**config.mk**
```make
export PLATFORM = sky130hd
export DESIGN_NAME = digit_scan_driver
export DESIGN_NICKNAME = d
export VERILOG_FILES = /design/src/rtl/display_pkg.sv /design/src/rtl/scan_prescaler.sv /design/src/rtl/digit_scan_driver.sv
export SDC_FILE = /design/constraint.sdc
export NUM_CORES = 1
export LEC_CHECK = 0
export ABC_CLOCK_PERIOD_IN_PS = 3100
export CAP_MARGIN = 20
export CORE_ASPECT_RATIO = 1.75
export CORE_MARGIN = 2
export CORE_UTILIZATION = 51
export CTS_CLUSTER_DIAMETER = 30
export CTS_CLUSTER_SIZE = 8
export DETAILED_ROUTE_END_ITERATION = 8
export GPL_TIMING_DRIVEN = 0
export PLACE_DENSITY = 0.89
export SLEW_MARGIN = 20
export SYNTH_ARGS = -nofsm -noshare
export SYNTH_HDL_FRONTEND = slang
export SYNTH_SLANG_ARGS = --single-unit
export TNS_END_PERCENT = 1
```
**constraint.sdc**
```tcl
create_clock -name clk -period 3.1 [get_ports clk]
set_input_delay 0.465 -clock clk [delete_from_list [all_inputs] [get_ports clk]]
set_output_delay 0.465 -clock clk [all_outputs]
set_load 0.01 [all_outputs]
```
**src/rtl/display_pkg.sv**
```systemverilog
// Shared types and helpers for the seven-segment scan path.
// Scan-state encoding plus width/mask utility functions.
package display_pkg;

  typedef enum logic [1:0] {
    IDLE,
    BLANK,
    ON
  } scan_state_t;

  function automatic int clog2(input int n);
    int r;
    r = 0;
    while ((1 << r) < n) r++;
    return r;
  endfunction

  // All-ones in the low n bits; callers slice to their width.
  function automatic logic [31:0] ANODES_OFF(input int n);
    if (n >= 32) return '1;
    return (32'h1 << n) - 32'h1;
  endfunction

endpackage

```
**src/rtl/scan_prescaler.sv**
```systemverilog
// Programmable scan-tick prescaler.
// Ticks when the count reaches tick_div; idles cleared when not running.
module scan_prescaler #(
  parameter int DIV_WIDTH = 16
) (
  input  logic                 clk,
  input  logic                 reset,
  input  logic                 run,
  input  logic [DIV_WIDTH-1:0] tick_div,
  output logic                 tick
);

  logic [DIV_WIDTH-1:0] r_cnt;

  // >= so a lowered reload takes effect immediately
  assign tick = run && (r_cnt >= tick_div);

  always_ff @(posedge clk) begin
    if (reset) begin
      r_cnt <= '0;
    end else if (!run || tick) begin
      r_cnt <= '0;
    end else begin
      r_cnt <= r_cnt + DIV_WIDTH'(1);
    end
  end

endmodule

```
**src/rtl/digit_scan_driver.sv**
```systemverilog
// Time-multiplexed anode driver for common-anode 7-seg displays.
// Descending scan with optional blanking guard and per-digit mask.
module digit_scan_driver
  import display_pkg::*;
#(
  parameter int NUM_DIGITS  = 4,
  parameter int DIV_WIDTH   = 16,
  parameter int GUARD_TICKS = 1,
  parameter int ON_TICKS    = 1
) (
  input  logic                          clk,
  input  logic                          reset,
  input  logic                          enable,
  input  logic [DIV_WIDTH-1:0]          tick_div,
  input  logic [NUM_DIGITS-1:0]         digit_mask,
  output logic [NUM_DIGITS-1:0]         anodes,
  output logic [clog2(NUM_DIGITS)-1:0]  digit_sel,
  output logic                          digit_strobe
);

  localparam int SW   = clog2(NUM_DIGITS);
  localparam int MAXT =
    (GUARD_TICKS > ON_TICKS) ? GUARD_TICKS : ON_TICKS;
  localparam int PW   = clog2(MAXT + 1);

  localparam logic [NUM_DIGITS-1:0] OFF =
    NUM_DIGITS'(ANODES_OFF(NUM_DIGITS));
  localparam logic [SW-1:0] TOP = SW'(NUM_DIGITS - 1);
  localparam logic [PW-1:0] G_LAST =
    PW'((GUARD_TICKS > 0) ? GUARD_TICKS - 1 : 0);
  localparam logic [PW-1:0] O_LAST = PW'(ON_TICKS - 1);
  localparam scan_state_t FIRST =
    (GUARD_TICKS == 0) ? ON : BLANK;

  scan_state_t r_state, w_state_n;
  logic [PW-1:0] r_phase, w_phase_n;
  logic [SW-1:0] r_sel, w_sel_n;
  logic [NUM_DIGITS-1:0] r_an, w_an_n;
  logic r_strobe, w_strobe_n;
  logic w_tick, w_run;

  assign w_run = enable && (r_state != IDLE);

  scan_prescaler #(
    .DIV_WIDTH(DIV_WIDTH)
  ) u_presc (
    .clk      (clk),
    .reset    (reset),
    .run      (w_run),
    .tick_div (tick_div),
    .tick     (w_tick)
  );

  always_comb begin
    w_state_n  = r_state;
    w_phase_n  = r_phase;
    w_sel_n    = r_sel;
    w_strobe_n = 1'b0;
    if (!enable) begin
      w_state_n = IDLE;
      w_phase_n = '0;
      w_sel_n   = TOP;
    end else begin
      unique case (r_state)
        IDLE: begin
          w_state_n  = FIRST;
          w_phase_n  = '0;
          w_sel_n    = TOP;
          w_strobe_n = 1'b1;
        end
        BLANK: begin
          if (w_tick) begin
            if (r_phase == G_LAST) begin
              w_state_n = ON;
              w_phase_n = '0;
            end else begin
              w_phase_n = r_phase + PW'(1);
            end
          end
        end
        ON: begin
          if (w_tick) begin
            if (r_phase == O_LAST) begin
              w_state_n  = FIRST;
              w_phase_n  = '0;
              w_sel_n    = (r_sel == '0) ? TOP
                                         : r_sel - SW'(1);
              w_strobe_n = 1'b1;
            end else begin
              w_phase_n = r_phase + PW'(1);
            end
          end
        end
        default: begin
          w_state_n = IDLE;
          w_phase_n = '0;
          w_sel_n   = TOP;
        end
      endcase
    end
  end

  // Anodes follow the next state so lighting lines up with it
  always_comb begin
    w_an_n = OFF;
    if (w_state_n == ON && digit_mask[w_sel_n]) begin
      w_an_n[w_sel_n] = 1'b0;
    end
  end

  always_ff @(posedge clk) begin
    if (reset) begin
      r_state  <= IDLE;
      r_phase  <= '0;
      r_sel    <= TOP;
      r_an     <= OFF;
      r_strobe <= 1'b0;
    end else begin
      r_state  <= w_state_n;
      r_phase  <= w_phase_n;
      r_sel    <= w_sel_n;
      r_an     <= w_an_n;
      r_strobe <= w_strobe_n;
    end
  end

  assign anodes       = r_an;
  assign digit_sel    = r_sel;
  assign digit_strobe = r_strobe;

endmodule

```
==> results of run 1 <==
final cells by class:
class | instances | area (sq um) | area share [%]
clock buffers | 4 | 45.04 | 2.345
flip-flops and latches | 25 | 500.5 | 26.06
well taps | 28 | 35.03 | 1.824
plain buffers | 3 | 30.03 | 1.564
multi-input cells | 137 | 943.4 | 49.12
repair buffers | 28 | 280.3 | 14.59
inverters | 23 | 86.33 | 4.495
flip-flops by register name, indices dropped and copies added (netlist names):
| signal | cells |
|---|---|
| digit_sel | 2 |
| digit_strobe | 1 |
| anodes | 4 |
| r_state | 2 |
| u_presc.r_cnt | 16 |
cell usage in the layout, fill, tap and decap left out, drive strengths merged, types with 3 or more instances in the layout:
cell type / Yosys / routed
xnor2: 6 / 6
nand3: 10 / 10
o21ai: 3 / 3
clkdlybuf4s50: 0 / 28
nand2: 12 / 12
a21oi: 12 / 12
xor2: 8 / 8
clkbuf: 0 / 4
nor3: 3 / 3
nor2: 28 / 28
or2b: 3 / 3
inv: 23 / 23
buf: 3 / 3
nand4: 6 / 6
dfxtp: 25 / 25
ha: 22 / 22
a21o: 4 / 4
a31oi: 3 / 3
per-stage QoR:
step / area (sq um) / worst slack, ns
4_1_cts: 1921 / 0.3712
3_3_place_gp: 1876 / 0.1355
3_5_place_dp: 1876 / 0.1054
5_1_grt: 1921 / 0.2337
6_report: 1921 / 0.3650
2_1_floorplan: 1560 / 0.7800
worst min-delay path by stage:
stage	to	cells past startpoint
6_report	u_presc.r_cnt[0]	1
4_1_cts	u_presc.r_cnt[0]	1
3_3_place_gp	u_presc.r_cnt[0]	1
5_1_grt	u_presc.r_cnt[0]	1
3_5_place_dp	u_presc.r_cnt[0]	1
2_1_floorplan	u_presc.r_cnt[0]	1
cells in the mapped netlist (all sizes together):
library cell	n
o221ai	1
nand4	6
nor3	3
inv	23
or2b	3
o211ai	2
nand2	12
o211a	1
dfxtp	25
nand3	10
a211oi	2
nand3b	1
ha	22
nand2b	2
nor2	28
a21oi	12
a31o	1
buf	3
a31oi	3
xnor2	6
or3	2
and3	1
xor2	8
or2	1
o21ai	3
a211o	2
a22o	1
a21o	4
per-layer routing:
layer  global-route usage (%)  wire length (um)
met1                    19.27              1169
met2                    37.89              1794
met3                    2.118                71
met4                    6.857                62
met5                        0                 0
cell families (layout without fill, tap and decap cells):
kind of cell | Yosys count | after routing | synth area share [%]
AND/OR/NAND/NOR | 69 | 69 | 20.61
AO/OA/AOI/OAI | 32 | 32 | 14.35
buffers and inverters | 26 | 58 | 7.458
flip-flops | 25 | 25 | 32.08
adder cells (fa/ha/maj) | 22 | 22 | 17.64
XOR/XNOR | 14 | 14 | 7.859
power by group through the flow:
stage / clock network (uW) / logic (uW) / registers, uW
detailed placement: 0 / 70.2 / 333
finish: 188 / 70.1 / 325
global route: 201 / 79.2 / 326
global placement: 0 / 68.1 / 333
floorplan: 0 / 32.7 / 333
CTS: 189 / 70.6 / 325
==> implementation parameters, run 1 <==
Parameter                              Value

Run status
  Run status    complete, no violations

Routing
  Count of TritonRoute iterations in the first routing pass    4
  First DRT Iteration DRCs    23
  Routed wire per std cell    12.49 um
  Detail Route Antenna Nets    0
  Drt drc    0
  Total number of vias    1,340
  Final WL    3097 um
  Detail-routed via count per cell    5.403

Worst setup path
  Slack of the worst reg-to-reg path    0.66 ns
  Worst Path Required    3.23 ns
  Critical path data arrival time    2.86 ns
  Largest stage delay on the critical path    0.45 ns
  Endpoint kind of the worst setup timing path    flop
  Crit path launch type    input port
  End of the worst register-to-register path    anodes[1]
  Buffers and inverters on the worst path    2
  Crit Path Max Fanout    7
  Top cell family by delay on the critical path    compound AO/OA/AOI/OAI gates
  Worst Setup SP    tick_div[2]
  Endpoint of the worst setup timing path    anodes[1]
  Worst reg2reg startpoint    u_presc.r_cnt[2]
  Crit Path Class    in2reg
  Series of cell instances along the critical path    clkdlybuf4s50_1, inv_1, ha_1, a211o_1, a31oi_1, o221ai_2, a21oi_2, nor2_1, nor3_1, nand4_1
  Depth of the critical timing path with buffers and inverters included    10
  Depth of the most critical reg-to-reg path    8
  CP max-delay cell    sky130_fd_sc_hd__clkdlybuf4s50_1

Floorplan
  Die ar.    roughly 3500 sq um
  Core area    about 3000 sq um
  Site Rows    26
  Die extent in x    45.81 um
  Die outline height    77.17 um
  Starting density of the core    approximately 53%
  Ports    30

Final layout
  Number of diodes    0
  Fin nets    266
  Non-Filler Instances    248
  Layout overhead on the synthesized area    23.10%
  Share of cells above drive strength 1    5.909%
  Final core area utilization    65.60%
  Fillers    246

Clocking
  Clock latency of the later-clocked register in the worst-skew pair    0.26 ns
  CTS root buf    sky130_fd_sc_hd__clkbuf_8
  Buffer count from post-CTS setup fixing    0
  Quantity of hold-fixing buffers added after cts    0
  CTS Buffer Depth    2
  CTS tree    built
  Num CTS Buffers    3
  Clk pin slew, worst setup/hold paths    0.09 ns
  CTS-repair resized insts    0
  Clock net sink count    25
  Max H-tree Level    1

Timing
  Setup TNS    0 ns
  Worst clock skew    roughly 0.0066 ns
  RSZ-0062 raised after global routing    no
  Final hold violation count    0
  Minimum period implied by the final worst setup slack    2.735 ns
  Period Utilization, post-route    88.22%
  Worst slew margin    about 74%
  Number of endpoints failing setup at the final stage    0
  Final max-slew violation count    0
  Upper clock frequency limit    about 370 MHz
  Final Hold Slack    0.5148 ns
  Transition time at the pin with the least slew margin    0.3899 ns

Power
  P_int    456.4 uW
  Clock network fraction of design power    32.2%
  Leak Pwr    0.0008417 uW
  Overall power after layout    between 500 and 600 uW
  Power density over cell area    slightly above 300 nW/um^2
  Register share of total power    55.8%
  Part of the power in combinational logic    a little under an eighth
  Worst vdd ir    around 370 uV
  Net switching share of the total power    21.75%
  Switching power total    126.9 uW

Synthesis
  Main area contributors after synthesis    sky130_fd_sc_hd__dfxtp_1 32%, sky130_fd_sc_hd__ha_1 18%, sky130_fd_sc_hd__nor2_1 6.7%
  Number of standard cells after synthesis    188
  Syn_nets    233
  Number of register bits inferred by synthesis    25
  Share of the synthesized area in the top cell type    32.08%
  Register area share after synthesis    32.08%
  Average size of a mapped cell    8.299 sq um
  Top cell type by total area after synthesis    sky130_fd_sc_hd__dfxtp_1
  Number of distinct library cells after synthesis    33
  Warning count from the yosys run    0
  Cell area after synthesis    1560 sq um

Placed design
  Count of input and output buffers    28
  Post-detail-place hpwl    2585 um
  Number of placed cells counting well taps    244
  Routability congestion estimate    0.8183

Flow run
  Maxcap violations    0

Min path
  Classification of the worst-slack hold path    reg2reg
  Beginning of the worst hold path    u_presc.r_cnt[0]

Global route
  Wire length of the first global-routing pass    5333 um
  Total global routing track utilization    19.51%
  Maximum number of pins on one net before global-route repair    14
  Number of global-route vias before repair    between 1,000 and 1,500
  Congestion Overflow GR    0
  Initial antenna violation count    0
(Power assumes the default switching activity.)
==> inputs of run 2 (changes only) <==
--- a/config.mk
+++ b/config.mk
@@ -5,16 +5,16 @@
 export SDC_FILE = /design/constraint.sdc
 export NUM_CORES = 1
 export LEC_CHECK = 0
-export ABC_CLOCK_PERIOD_IN_PS = 3100
+export ABC_CLOCK_PERIOD_IN_PS = 2270
 export CAP_MARGIN = 20
 export CORE_ASPECT_RATIO = 1.75
 export CORE_MARGIN = 2
-export CORE_UTILIZATION = 51
+export CORE_UTILIZATION = 46
 export CTS_CLUSTER_DIAMETER = 30
 export CTS_CLUSTER_SIZE = 8
 export DETAILED_ROUTE_END_ITERATION = 8
 export GPL_TIMING_DRIVEN = 0
-export PLACE_DENSITY = 0.89
+export PLACE_DENSITY = 0.83
 export SLEW_MARGIN = 20
 export SYNTH_ARGS = -nofsm -noshare
 export SYNTH_HDL_FRONTEND = slang
==> constraint.sdc (replaced) <==
create_clock -name clk -period 2.27 [get_ports clk]
set_input_delay 0.3405 -clock clk [delete_from_list [all_inputs] [get_ports clk]]
set_output_delay 0.3405 -clock clk [all_outputs]
set_load 0.01 [all_outputs]
==> run 2 against run 1 <==
Compared with the run above: the run now ends with negative setup slack left; routed wire length up 33%; core utilization grew 5.0 points; largest cell class unchanged; total power is 41% higher; register-to-register slack worse by 0.72 ns; critical path type is now reg2reg; final area up 22%; worst hold slack got worse by 0.0025 ns; count of clock-buffer cells in the layout down 1; clock power rose by 38%; non-clock buffer count rose by 17; combinational power up 75%.
==> implementation parameters, run 2 (synthesized netlist as in run 1, its figures left out) <==
Parameter                              Value

Routing
  Total number of vias    1,501 (+12%)
  Drt drc    0 (unchanged)
  Routed wire per std cell    14.60 um (+17%)
  Count of TritonRoute iterations in the first routing pass    4 (unchanged)
  First DRT Iteration DRCs    50 (+120%)
  Final WL    4117 um (+33%)
  Detail-routed via count per cell    5.323 (-1.5%)
  Detail Route Antenna Nets    0 (unchanged)

Global route
  Wire length of the first global-routing pass    6375 um (+20%)
  Total global routing track utilization    22.93% (+3.4 points)
  Maximum number of pins on one net before global-route repair    15 (+1)
  Number of global-route vias before repair    1,575 (+13%)
  Initial antenna violation count    0 (unchanged)
  Congestion Overflow GR    0 (unchanged)

Timing
  Worst clock skew    0.002658 ns (-0.003917 ns)
  Number of endpoints failing setup at the final stage    5 (+5)
  Worst slew margin    77.51% (+3.7 points)
  Upper clock frequency limit    428.6 MHz
  Final Worst Setup Slack    -0.06305 ns (-0.4281 ns)
  Final max-slew violation count    0 (unchanged)
  Transition time at the pin with the least slew margin    0.3355 ns (-0.05436 ns)
  Minimum period implied by the final worst setup slack    roughly 2.3 ns
  Period Utilization, post-route    102.8%
  Final hold violation count    0 (unchanged)
  RSZ-0062 raised after global routing    yes

Final layout
  Largest register FFs    16 (unchanged)
  Most flop-heavy register    u_presc.r_cnt
  Layout overhead on the synthesized area    50.52%
  Share of cells above drive strength 1    30.38% (+24 points)
  Number of diodes    0 (unchanged)
  Commonest cells after routing, fill and taps aside    21 x sky130_fd_sc_hd__nor2_1, 18 x sky130_fd_sc_hd__dfxtp_1, 16 x sky130_fd_sc_hd__buf_4, 16 x sky130_fd_sc_hd__clkdlybuf4s50_1, 15 x sky130_fd_sc_hd__inv_1
  Non-Filler Instances    282 (+14%)
  Leading cell type in the layout, fill and taps excluded    sky130_fd_sc_hd__nor2_1
  Fin nets    283 (+6.4%)

Floorplan
  Die outline height    81.04 um (+5.0%)
  Die ar.    3892 sq um (+10%)
  Die extent in x    48.03 um (+4.8%)
  Core area    3328 sq um (+14%)
  Starting density of the core    46.88% (-6.4 points)
  Site Rows    28 (+7.7%)
  Ports    30 (unchanged)

Clocking
  Clock net sink count    25 (unchanged)
  Num CTS Buffers    3 (unchanged)
  CTS tree    built
  Clock latency of the later-clocked register in the worst-skew pair    0.27 ns (about the same)
  Clk pin slew, worst setup/hold paths    0.09 ns (about the same)
  CTS root buf    sky130_fd_sc_hd__clkbuf_8
  Quantity of hold-fixing buffers added after cts    0 (unchanged)
  CTS Buffer Depth    2 (unchanged)
  Max H-tree Level    1 (unchanged)

Placed design
  Routability congestion estimate    0.7923 (-3.2%)
  Count of input and output buffers    28 (unchanged)
  Setup Slack @ Placement    -0.6281 ns (-0.7335 ns)
  Number of placed cells counting well taps    261 (+7.0%)
  Post-detail-place hpwl    2615 um (+1.1%)

Worst setup path
  Slack of the worst reg-to-reg path    -0.06 ns (-0.72 ns)
  Worst reg2reg startpoint    u_presc.r_cnt[7]
  Endpoint kind of the worst setup timing path    flop
  Depth of the most critical reg-to-reg path    9 (+1)
  Worst Path Required    2.42 ns (-0.81 ns)
  Crit path launch type    flop
  End of the worst register-to-register path    anodes[3]
  Crit Path Class    reg2reg
  Crit Path Max Fanout    5 (-2)
  Critical path data arrival time    2.48 ns (-0.38 ns)

Min path
  Classification of the worst-slack hold path    in2reg
  End point of the most critical hold path    anodes[2]
  Hold Crit Depth    4 (+3)
  Beginning of the worst hold path    enable

Run status
  Violations in the final reports    negative setup slack
  Run status    finished, violations left

Power
  Power density over cell area    350.2 nW/um^2 (+15%)
  Leak Pwr    0.0009929 uW (+18%)
  Worst vdd ir    325.9 uV (-11%)

Flow run
  Maxcap violations    0 (unchanged)
[run 2: layout make-up]
| cell class | count | area, sq um |
|---|---|---|
| Clock inverter | 1 | 5.005 |
| Sequential cell | 25 | 519.2 |
| Clock buffer | 3 | 41.29 |
| Fill cell | 263 | 979.7 |
| Inverter | 23 | 86.33 |
| Tap cell | 45 | 56.30 |
| Timing Repair Buffer | 45 | 440.4 |
| Multi-Input combinational cell | 137 | 1166 |
| Buffer | 3 | 33.78 |
[run 2: critical path, stage by stage, from the launching register on]
cell	delay, ns
sky130_fd_sc_hd__dfxtp_4	0.36
sky130_fd_sc_hd__ha_4	0.28
sky130_fd_sc_hd__nand2_4	0.04
sky130_fd_sc_hd__or3_4	0.39
sky130_fd_sc_hd__o221ai_4	0.26
sky130_fd_sc_hd__buf_12	0.14
sky130_fd_sc_hd__a21oi_4	0.07
sky130_fd_sc_hd__a211o_1	0.31
sky130_fd_sc_hd__a211oi_2	0.24
sky130_fd_sc_hd__o211ai_1	0.12
[run 2: repair_timing]
item / 4_1_cts / 5_1_grt
pin swaps: 30 / 21
cloned: 1 / 0
setup endpoints to repair: 22 / 23
setup buffers: 10 / 6
resized for setup: 42 / 26
[run 2: report_power, final]
group	internal, uW	leakage (uW)	switching (uW)
clock network	123	0.0000255	137
logic	68.2	0.000760	55.2
registers	437	0.000207	2.84
total	628	0.000993	195
[run 2: through the flow]
step | power, uW | cell area, sq um | hold WS (ns) | setup TNS [ns] | util [%]
2_1_floorplan | 499.6 | 1560 | 0.4123 | 0 | -
3_3_place_gp | 548.0 | 1897 | 0.4682 | -11.67 | 56.99
3_5_place_dp | 550.4 | 1897 | 0.4741 | -12.92 | 56.99
4_1_cts | 817.8 | 2203 | 0.5153 | -0.009724 | 66.20
5_1_grt | 862.5 | 2349 | 0.5387 | -0.8819 | 70.56
6_report | 822.4 | 2349 | 0.5124 | -0.1153 | 70.56
[run 2: worst max-delay path by stage]
stage                startpoint                 to  slack, ns  depth (start not counted)
6_report       u_presc.r_cnt[7]          anodes[3]      -0.06                          9
3_5_place_dp        tick_div[2]   u_presc.r_cnt[6]      -0.63                         12
5_1_grt        u_presc.r_cnt[7]          anodes[3]      -0.18                          9
4_1_cts        u_presc.r_cnt[0]          anodes[0]      -0.01                         10
3_3_place_gp        tick_div[2]          anodes[0]      -0.58                         10
2_1_floorplan       tick_div[2]  u_presc.r_cnt[10]       0.07                         11
[run 2: per-layer routing]
metal	global-route usage, %	up-vias	share of wire (%)
li1	-	738	-
met1	19.89	710	34
met2	44.93	38	60
met3	2.667	15	2.0
met4	12.70	0	3.9
met5	0	-	0
